<file path="src/rtl/linear_seq_ctrl.sv">
// Sequencer for the fully-connected linear datapath: parameter load, activation stream, result capture.
// Optional watchdog (o_timeout port + 16-bit counter) enabled by defining LINEAR_SEQ_CTRL_TIMEOUT_EN.
module linear_seq_ctrl #(
    parameter int WIDTH        = 16,
    parameter int IN_FEATURES  = 96,
    parameter int OUT_FEATURES = 32,
    parameter int PADDR_W      = 16,
    localparam int WA_W = ($clog2(OUT_FEATURES*IN_FEATURES) > 0) ? $clog2(OUT_FEATURES*IN_FEATURES) : 1,
    localparam int OA_W = ($clog2(OUT_FEATURES) > 0) ? $clog2(OUT_FEATURES) : 1,
    localparam int IA_W = ($clog2(IN_FEATURES) > 0) ? $clog2(IN_FEATURES) : 1
) (
    input  logic               clk,
    input  logic               rst,
    input  logic               i_start,
    input  logic               i_reload,
    output logic               o_busy,
    output logic               o_done,
    output logic               o_pmem_req,
    output logic [PADDR_W-1:0] o_pmem_addr,
    input  logic               i_pmem_ack,
    input  logic [WIDTH-1:0]   i_pmem_rdata,
    output logic               o_lin_en,
    output logic               o_lin_weight_load_en,
    output logic [WA_W-1:0]    o_lin_weight_addr,
    output logic [WIDTH-1:0]   o_lin_weight_data,
    output logic               o_lin_bias_load_en,
    output logic [OA_W-1:0]    o_lin_bias_addr,
    output logic [WIDTH-1:0]   o_lin_bias_data,
    output logic               o_lin_valid_in,
    output logic [IA_W-1:0]    o_lin_input_addr,
    output logic [WIDTH-1:0]   o_lin_data_in,
    input  logic               i_lin_valid_out,
    input  logic [OA_W-1:0]    i_lin_output_addr,
    input  logic [WIDTH-1:0]   i_lin_data_out,
    output logic               o_feat_rd_en,
    output logic [IA_W-1:0]    o_feat_addr,
    input  logic [WIDTH-1:0]   i_feat_rdata,
`ifdef LINEAR_SEQ_CTRL_TIMEOUT_EN
    output logic               o_timeout,
`endif
    output logic               o_res_we,
    output logic [OA_W-1:0]    o_res_addr,
    output logic [WIDTH-1:0]   o_res_data
);

    localparam logic [PADDR_W-1:0] B_BASE   = PADDR_W'(OUT_FEATURES*IN_FEATURES);
    localparam logic [PADDR_W-1:0] LAST_W   = PADDR_W'(OUT_FEATURES*IN_FEATURES - 1);
    localparam logic [PADDR_W-1:0] LAST_B   = PADDR_W'(OUT_FEATURES*IN_FEATURES + OUT_FEATURES - 1);
    localparam logic [IA_W-1:0]    LAST_IN  = IA_W'(IN_FEATURES - 1);
    localparam logic [OA_W-1:0]    LAST_OUT = OA_W'(OUT_FEATURES - 1);

    typedef enum logic [2:0] {
        ST_IDLE, ST_LOAD_W, ST_LOAD_B, ST_ARM, ST_STREAM, ST_COMPUTE, ST_DONE
    } state_t;

    state_t             r_state;
    logic               r_busy, r_done, r_params_loaded;
    logic               r_pmem_req;
    logic [PADDR_W-1:0] r_pmem_addr;
    logic               r_lin_en;
    logic               r_w_ld, r_b_ld;
    logic [WA_W-1:0]    r_w_addr;
    logic [OA_W-1:0]    r_b_addr;
    logic [WIDTH-1:0]   r_w_data, r_b_data;
    logic               r_vin;
    logic [IA_W-1:0]    r_in_addr;
    logic [WIDTH-1:0]   r_din;
    logic               r_feat_rd;
    logic [IA_W-1:0]    r_feat_addr;
    logic               r_rd_vld;
    logic [IA_W-1:0]    r_rd_idx;
    logic               r_res_we;
    logic [OA_W-1:0]    r_res_addr;
    logic [WIDTH-1:0]   r_res_data;
    logic [OA_W-1:0]    r_exp_idx;
`ifdef LINEAR_SEQ_CTRL_TIMEOUT_EN
    logic [15:0]        r_wdog;
    logic               r_timeout;
`endif

    // The datapath holds lin_valid_out between results, so only the next expected index is taken.
    logic w_capture;
    assign w_capture = (r_state == ST_COMPUTE) && i_lin_valid_out && (i_lin_output_addr == r_exp_idx);

    always_ff @(posedge clk) begin
        if (rst) begin
            r_state         <= ST_IDLE;
            r_busy          <= 1'b0;
            r_done          <= 1'b0;
            r_params_loaded <= 1'b0;
            r_pmem_req      <= 1'b0;
            r_pmem_addr     <= '0;
            r_lin_en        <= 1'b0;
            r_w_ld          <= 1'b0;
            r_w_addr        <= '0;
            r_w_data        <= '0;
            r_b_ld          <= 1'b0;
            r_b_addr        <= '0;
            r_b_data        <= '0;
            r_vin           <= 1'b0;
            r_in_addr       <= '0;
            r_din           <= '0;
            r_feat_rd       <= 1'b0;
            r_feat_addr     <= '0;
            r_rd_vld        <= 1'b0;
            r_rd_idx        <= '0;
            r_res_we        <= 1'b0;
            r_res_addr      <= '0;
            r_res_data      <= '0;
            r_exp_idx       <= '0;
`ifdef LINEAR_SEQ_CTRL_TIMEOUT_EN
            r_wdog          <= '0;
            r_timeout       <= 1'b0;
`endif
        end else begin
            r_w_ld   <= 1'b0;
            r_b_ld   <= 1'b0;
            r_vin    <= 1'b0;
            r_res_we <= 1'b0;
            r_done   <= 1'b0;

            case (r_state)
                ST_IDLE: begin
                    if (i_start) begin
                        r_busy <= 1'b1;
                        if (i_reload || !r_params_loaded) begin
                            r_state         <= ST_LOAD_W;
                            r_params_loaded <= 1'b0;
                            r_pmem_req      <= 1'b1;
                            r_pmem_addr     <= '0;
                        end else begin
                            r_state   <= ST_ARM;
                            r_lin_en  <= 1'b1;
                            r_vin     <= 1'b1;
                            r_in_addr <= '0;
                            r_din     <= '0;
                        end
                    end
                end

                // One word in flight: ack -> load strobe next cycle -> next request the cycle after.
                ST_LOAD_W, ST_LOAD_B: begin
                    if (r_pmem_req && i_pmem_ack) begin
                        r_pmem_req <= 1'b0;
                        if (r_state == ST_LOAD_W) begin
                            r_w_ld   <= 1'b1;
                            r_w_addr <= WA_W'(r_pmem_addr);
                            r_w_data <= i_pmem_rdata;
                            if (r_pmem_addr == LAST_W)
                                r_state <= ST_LOAD_B;
                        end else begin
                            r_b_ld   <= 1'b1;
                            r_b_addr <= OA_W'(r_pmem_addr - B_BASE);
                            r_b_data <= i_pmem_rdata;
                        end
                    end
                    if (r_w_ld || r_b_ld) begin
                        if (r_b_ld && (r_pmem_addr == LAST_B)) begin
                            r_params_loaded <= 1'b1;
                            r_state         <= ST_ARM;
                            r_lin_en        <= 1'b1;
                            r_vin           <= 1'b1;
                            r_in_addr       <= '0;
                            r_din           <= '0;
                        end else begin
                            r_pmem_req  <= 1'b1;
                            r_pmem_addr <= r_pmem_addr + PADDR_W'(1);
                        end
                    end
                end

                ST_ARM: begin
                    r_state     <= ST_STREAM;
                    r_feat_rd   <= 1'b1;
                    r_feat_addr <= '0;
                    r_rd_vld    <= 1'b0;
                end

                // Read pipe: feat_rd_en at k, rdata at k+1, registered beat visible at k+2.
                ST_STREAM: begin
                    r_rd_vld <= r_feat_rd;
                    r_rd_idx <= r_feat_addr;
                    if (r_feat_rd) begin
                        if (r_feat_addr == LAST_IN)
                            r_feat_rd <= 1'b0;
                        else
                            r_feat_addr <= r_feat_addr + IA_W'(1);
                    end
                    if (r_rd_vld) begin
                        r_vin     <= 1'b1;
                        r_in_addr <= r_rd_idx;
                        r_din     <= i_feat_rdata;
                    end
                    if (r_vin && (r_in_addr == LAST_IN)) begin
                        r_state     <= ST_COMPUTE;
                        r_feat_addr <= '0;
                    end
                end

                ST_COMPUTE: begin
                    if (w_capture) begin
                        r_res_we   <= 1'b1;
                        r_res_addr <= r_exp_idx;
                        r_res_data <= i_lin_data_out;
                        if (r_exp_idx == LAST_OUT) begin
                            r_exp_idx <= '0;
                            r_state   <= ST_DONE;
                            r_done    <= 1'b1;
                            r_lin_en  <= 1'b0;
                        end else begin
                            r_exp_idx <= r_exp_idx + OA_W'(1);
                        end
                    end
                end

                ST_DONE: begin
                    r_state   <= ST_IDLE;
                    r_busy    <= 1'b0;
                    r_exp_idx <= '0;
                end

                default: r_state <= ST_IDLE;
            endcase

`ifdef LINEAR_SEQ_CTRL_TIMEOUT_EN
            // Watchdog abort overrides the state update above.
            r_timeout <= 1'b0;
            if (r_state inside {ST_LOAD_W, ST_LOAD_B, ST_COMPUTE}) begin
                if (i_pmem_ack || w_capture) begin
                    r_wdog <= '0;
                end else if (r_wdog == 16'hFFFF) begin
                    r_wdog          <= '0;
                    r_timeout       <= 1'b1;
                    r_state         <= ST_IDLE;
                    r_busy          <= 1'b0;
                    r_done          <= 1'b0;
                    r_params_loaded <= 1'b0;
                    r_pmem_req      <= 1'b0;
                    r_pmem_addr     <= '0;
                    r_lin_en        <= 1'b0;
                    r_w_ld          <= 1'b0;
                    r_b_ld          <= 1'b0;
                    r_vin           <= 1'b0;
                    r_res_we        <= 1'b0;
                    r_exp_idx       <= '0;
                end else begin
                    r_wdog <= r_wdog + 16'd1;
                end
            end else begin
                r_wdog <= '0;
            end
`endif
        end
    end

    assign o_busy               = r_busy;
    assign o_done               = r_done;
    assign o_pmem_req           = r_pmem_req;
    assign o_pmem_addr          = r_pmem_addr;
    assign o_lin_en             = r_lin_en;
    assign o_lin_weight_load_en = r_w_ld;
    assign o_lin_weight_addr    = r_w_addr;
    assign o_lin_weight_data    = r_w_data;
    assign o_lin_bias_load_en   = r_b_ld;
    assign o_lin_bias_addr      = r_b_addr;
    assign o_lin_bias_data      = r_b_data;
    assign o_lin_valid_in       = r_vin;
    assign o_lin_input_addr     = r_in_addr;
    assign o_lin_data_in        = r_din;
    assign o_feat_rd_en         = r_feat_rd;
    assign o_feat_addr          = r_feat_addr;
    assign o_res_we             = r_res_we;
    assign o_res_addr           = r_res_addr;
    assign o_res_data           = r_res_data;
`ifdef LINEAR_SEQ_CTRL_TIMEOUT_EN
    assign o_timeout            = r_timeout;
`endif

endmodule

</file>
<file path="config.mk">
export PLATFORM = sky130hd
export DESIGN_NAME = linear_seq_ctrl
export DESIGN_NICKNAME = d
export VERILOG_FILES = /design/src/rtl/linear_seq_ctrl.sv
export SDC_FILE = /design/constraint.sdc
export NUM_CORES = 1
export LEC_CHECK = 0
export ABC_AREA = 1
export CAP_MARGIN = 40
export CORE_MARGIN = 1.5
export CORE_UTILIZATION = 52
export CTS_BUF_LIST = sky130_fd_sc_hd__clkbuf_8
export CTS_CLUSTER_SIZE = 14
export DETAILED_ROUTE_END_ITERATION = 6
export PLACE_DENSITY_LB_ADDON = 0.05
export SLEW_MARGIN = 20
export SYNTH_ARGS = -nofsm -noshare
export SYNTH_HDL_FRONTEND = slang
export SYNTH_SLANG_ARGS = --single-unit
</file>
<file path="constraint.sdc">
create_clock -name clk -period 2.6 [get_ports clk]
set_clock_uncertainty 0.05 [all_clocks]
set_input_delay 0.26 -clock clk [delete_from_list [all_inputs] [get_ports clk]]
set_output_delay 0.26 -clock clk [all_outputs]
set_load 0.05 [all_outputs]
</file>
-- Word level (Yosys, flattened, before mapping)
Cells that the tools add are included.
- flip-flop bits (word level): 142
- logic and storage cells: 155
- output and inout bits: 125
- multiplexer cells: 67
- $add $sub $neg: 4
- bitwise gates (word level): 5
- reduce and logical (&&, ||, !) cells: 31
- equal/unequal tests: 24
- operator list (operator ; count):
    16-bit two-way mux ; 9
    7-bit two-way mux ; 8
    16-bit one-hot mux with 3 select lines ; 1
    16-bit by 12-bit equality test with 1-bit output (second input constant) ; 2
    16-bit one-hot mux with 2 select lines ; 1
    3-bit two-way mux ; 9
    1-bit two-way mux ; 25
    7-bit one-hot mux with 3 select lines ; 1
    2-bit != test (second input constant) ; 9
    16-bit by 1-bit adder with 16-bit output (second input constant) ; 1
    3-bit one-hot mux with 5 select lines ; 1
    7-bit equality test (second input constant) ; 2
    7-bit one-hot mux with 2 select lines ; 1
    3-bit AND reduction ; 4
    5-bit two-way mux ; 2
    1-bit one-hot mux with 2 select lines ; 5
    5-bit one-hot mux with 2 select lines ; 1
    5-bit AND reduction ; 2
    3-bit equality test (second input constant) ; 3
    2-bit nonzero test ; 4
    7-bit by 1-bit adder with 7-bit output (second input constant) ; 1
    7-bit AND reduction ; 1
    3-bit by 2-bit equality test with 1-bit output (second input constant) ; 2
    3-bit != test (second input constant) ; 2
    19 further kinds ; 34

-- Longest topological paths before layout
- word-level depth: 7
- depth in mapped cells: 12
- depth with buffers taken out: 12

-- Worst setup path before layout
No wires, ideal clock.
- path type: reg-to-reg
- start point: reg r_pmem_addr[0], in the netlist o_pmem_addr[0]
- end point: reg r_in_addr[1], in the netlist o_lin_input_addr[1]
- setup slack: 0.578 ns
- stages on the path, launching flop included: 10
- setup time: 0.132 ns
- clock period less this slack: 2.022 ns
- data required time: 2.418 ns
- data arrival time: 1.840 ns
- buffers on the path: 1
- cell sequence: dfxtp_1 -> ha_1 -> nand3_1 -> nor2_1 -> nand4_1 -> nand2_2 -> clkinv_2 -> buf_6 -> nand2_1 -> a21oi_1
- cells in the longest elaborated chain, start to end: 4
- ends and longest elaborated chain (item ; line ; RTL):
    from (decl) ; 59 ; logic [PADDR_W-1:0] r_pmem_addr;
    from (signal assigned) ; 167 ; r_pmem_addr <= r_pmem_addr + PADDR_W'(1);
    16-bit by 12-bit equality test with 1-bit output ; 158 ; if (r_b_ld && (r_pmem_addr == LAST_B)) begin
    1-bit logical AND ; 158 ;
    2-bit != test (no line) ; n/a ;
    6-bit AND reduction (no line) ; n/a ;
    to (signal assigned) ; 191 ; r_in_addr <= r_rd_idx;
    to (decl) ; 66 ; logic [IA_W-1:0] r_in_addr;
No other way between the ends.
A chain may end at the register's enable or synchronous reset.

-- Worst setup path in the final report
- start point: reg r_pmem_addr[5], in the netlist o_pmem_addr[5]
- end point: out o_pmem_addr[5]
- RTL lines (item ; line ; RTL):
    to (decl) ; 19 ; output logic [PADDR_W-1:0] o_pmem_addr,
No word-level cell between the ends.

==> results.md <==
* Pre-antenna DRT Iters at 5
* Crit path kind: reg2out
* Layout cell share with drive strength beyond 1 at about 8.5%
* CTS tree: done
* Final WS setup at approximately 0.48 ns
* Fin crit share at 81.46%
* Initial antenna violation count at 0
* Tmin final at 2.118 ns
* RSZ-0062 raised after global routing: false
* Final setup viols at 0
* Max cap viols at 0
* Area growth syn-to-layout at 37.62%
* Grt total ovfl at 0
* Logic pwr share at a little over a tenth
* Clk slew on worst S/H paths at 0.07 ns
* Seq/Total Area, Yosys at 47.70%
* Synth Instances at between 700 and 800
* Fin. Hold Viols at 0
* Setup TNS at 0 ns
* First-pass GRT wire length at 25480 µm
* Post-synthesis sequential element count at 142
* Routed WL at 16090 µm
* Worst Setup Start Kind: flip-flop
* Most common cell after layout, fill and taps aside: clkdlybuf4s50_1
* Max Clock Freq at 472.1 MHz
* GPL Wtd Cong at 0.8575
* Switching Fraction at 25.60%
* Dpl ws at 0.4674 ns
* Ant. Diodes at 0
* Die Y at 110.1 µm
* Syn Nets at roughly 860
* Vias at 5850
* Delay-heaviest family, CP: buffers and inverters
* Synth warn at 0
* Slew margin rel. at 60.30%
* Area of the die at about 12000 µm²
* Sequential share of power at between 50% and 60%
* Post-Syn Area at roughly 6000 µm²
* Nets at 1032
* Port bufs at approximately 180
* CP cell instances: clkdlybuf4s50_1
* Post-DP HPWL at 11500 µm
* Hold WC Path Type: in2reg
* Slowest cell on crit path: clkdlybuf4s50_1
* Iteration-0 DRC Markers at 361
* Floorplan Core Area at roughly 11000 µm²
* Routed vias/inst at between 5 and 6
* DR WL/cell at 14.34 µm
* Power Density at 541.1 nW/µm²
* # IOs at around 180
* Vias in the first global route at approximately 5400
* Fillers at between 800 and 900
* CP peak stage delay at roughly 0.87 ns
* Maximum clock path buffer count at 2
* Element type at the critical path end: output port
* TritonCTS Sinks at roughly 140
* # Post-CTS Setup Buffers at 0
* Seq. cell area at 2843 µm²
* Internal cell power at 3.302 mW
* CTS buffer count at 17
* Crit Path Max Fanout at 7
* Worst-margin pin slew at a little under 0.6 ns
* DRC Markers at 0
* Slew Limit Fails at 0
* Synth unique cells at 40
* FP Rows at 38
* Worst skew pair latency at 0.46 ns
* Post-DRT Antenna Nets at 0
* Commonest cells after routing, fill and taps aside: 182 x clkdlybuf4s50_1, 159 x nor2_1, 142 x dfxtp_1
* Leakage at around 3.2 nW
* Max VDD drop at 0.6418 mV
* Post-CTS Hold Fix Bufs at 0
* Multi-input gate area in the final layout at 2668 µm²
* Initial Util at 54.26%
* WP data required at 2.29 ns
* Chip Width at roughly 110 µm
* Pin count of the biggest net entering global routing at 71
* Root buf cell: clkbuf_8
* Crit path DAT at 1.81 ns
* Avg Cell Area, Syn at 7.506 µm²
* All-Layer GR Usage at between 20% and 30%
* Sw Pwr at 1.136 mW
* Post_cts resized at 0
* Clock power frac at 39.2%
* WP buf/inv at 1
* Status: complete, no violations
* Htree depth at 4
-- registers in the layout, summed over array words and instances (netlist names), 3 cells and up --
| register | cells |
|---|---|
| o_pmem_addr | 16 |
| o_lin_input_addr | 7 |
| r_state | 3 |
| o_res_addr | 5 |
| o_lin_weight_addr | 12 |
| o_res_data | 16 |
| o_lin_data_in | 16 |
| o_lin_weight_data | 16 |
| r_rd_idx | 7 |
| r_exp_idx | 5 |
| o_lin_bias_data | 16 |
| o_feat_addr | 7 |
| o_lin_bias_addr | 5 |
-- stage by stage --
step,hold WS [ns],power (mW),cells,util [%],cell area (µm²)
after floorplan,0.3382,2.551,794,-,5959
after global placement,0.4010,2.738,1090,71.09,7807
after detailed placement,0.4042,2.743,1090,71.09,7807
after CTS,0.07749,4.473,1122,74.68,8202
after global routing,0.1124,4.599,1122,74.68,8202
final,0.1122,4.438,1122,74.68,8202
-- layer usage --
layer | share of wire [%] | track usage (%) | up-vias
met1 | 42 | 32.54 | 2669
met4 | 1.4 | 10.02 | 0
met2 | 47 | 44.10 | 220
met3 | 9.9 | 11.88 | 18
li1 | - | - | 2943
met5 | 0 | 0 | -
-- area by class of cell --
| type | count | area share (%) |
|---|---|---|
| repair buffers | 191 | 23.01 |
| well taps | 140 | 2.136 |
| clock buffers | 20 | 3.356 |
| flip-flops and latches | 142 | 34.66 |
| inverters | 59 | 2.868 |
| clock inverters | 12 | 1.449 |
| multi-input cells | 558 | 32.52 |
-- synthesized netlist by cell type --
cell        n  area (µm²)
ha_1        4       50.05
clkinv_2    1       5.000
dfxtp_1   142        2843
nor3_4      2       32.53
o21ai_0    86       430.4
a21oi_1    72       360.4
o21ai_2     1       8.760
nand4_1     7       43.79
nor3_1     12       60.06
nand3_1    52       260.3
clkbuf_2    1       5.000
nor2_4      6       67.56
nor2_1    159       596.8
buf_6       7       78.83
nand2_4     3       33.78
o21ai_1     2       10.01
a21oi_2     2       17.52
buf_8       1       15.01
buf_2       5       25.02
clkbuf_1   16       60.06
nor3_2      1       10.01
and3_1      1       6.260
inv_2       6       22.52
a21oi_4     1       16.27
a211oi_1    4       30.03
inv_6       1       8.760
inv_1      47       176.4
nand2_1   118       442.9
nand2_2     4       25.02
xor2_1      6       52.55
buf_4       3       22.52
buf_1       2       7.510
inv_4       3       18.77
nor2_2      8       50.05
nand3_2     3       30.03
nor3b_1     1       7.510
o21a_1      1       7.510
o211ai_1    1       7.510
clkinv_1    1       3.750
o211a_1     1       10.01
-- cell families after synthesis --
family / synth area share [%]
fa+ha+maj: 0.8398
buf+inv: 7.537
flops: 47.70
simple gates: 27.97
compound gates: 15.07
xor+xnor: 0.8818
-- worst paths after layout --
| path | start | endpoint | slack (ns) | cells past startpoint |
|---|---|---|---|---|
| min reg2reg | o_lin_data_in[2] | o_lin_data_in[2] | 0.41 | 2 |
| max reg2reg | r_state[0] | o_lin_weight_data[5] | 0.62 | 7 |
| max | o_pmem_addr[5] | o_pmem_addr[5] | 0.48 | 1 |
| min | rst | r_rd_idx[3] | 0.11 | 4 |
-- power by group through the flow --
stage	registers, mW	clock network [mW]	logic, mW
6_report	2.23	1.74	0.464
5_1_grt	2.24	1.87	0.495
3_5_place_dp	2.28	0	0.462
2_1_floorplan	2.40	0	0.155
3_3_place_gp	2.28	0	0.458
4_1_cts	2.23	1.78	0.463
(Power assumes the default switching activity.)
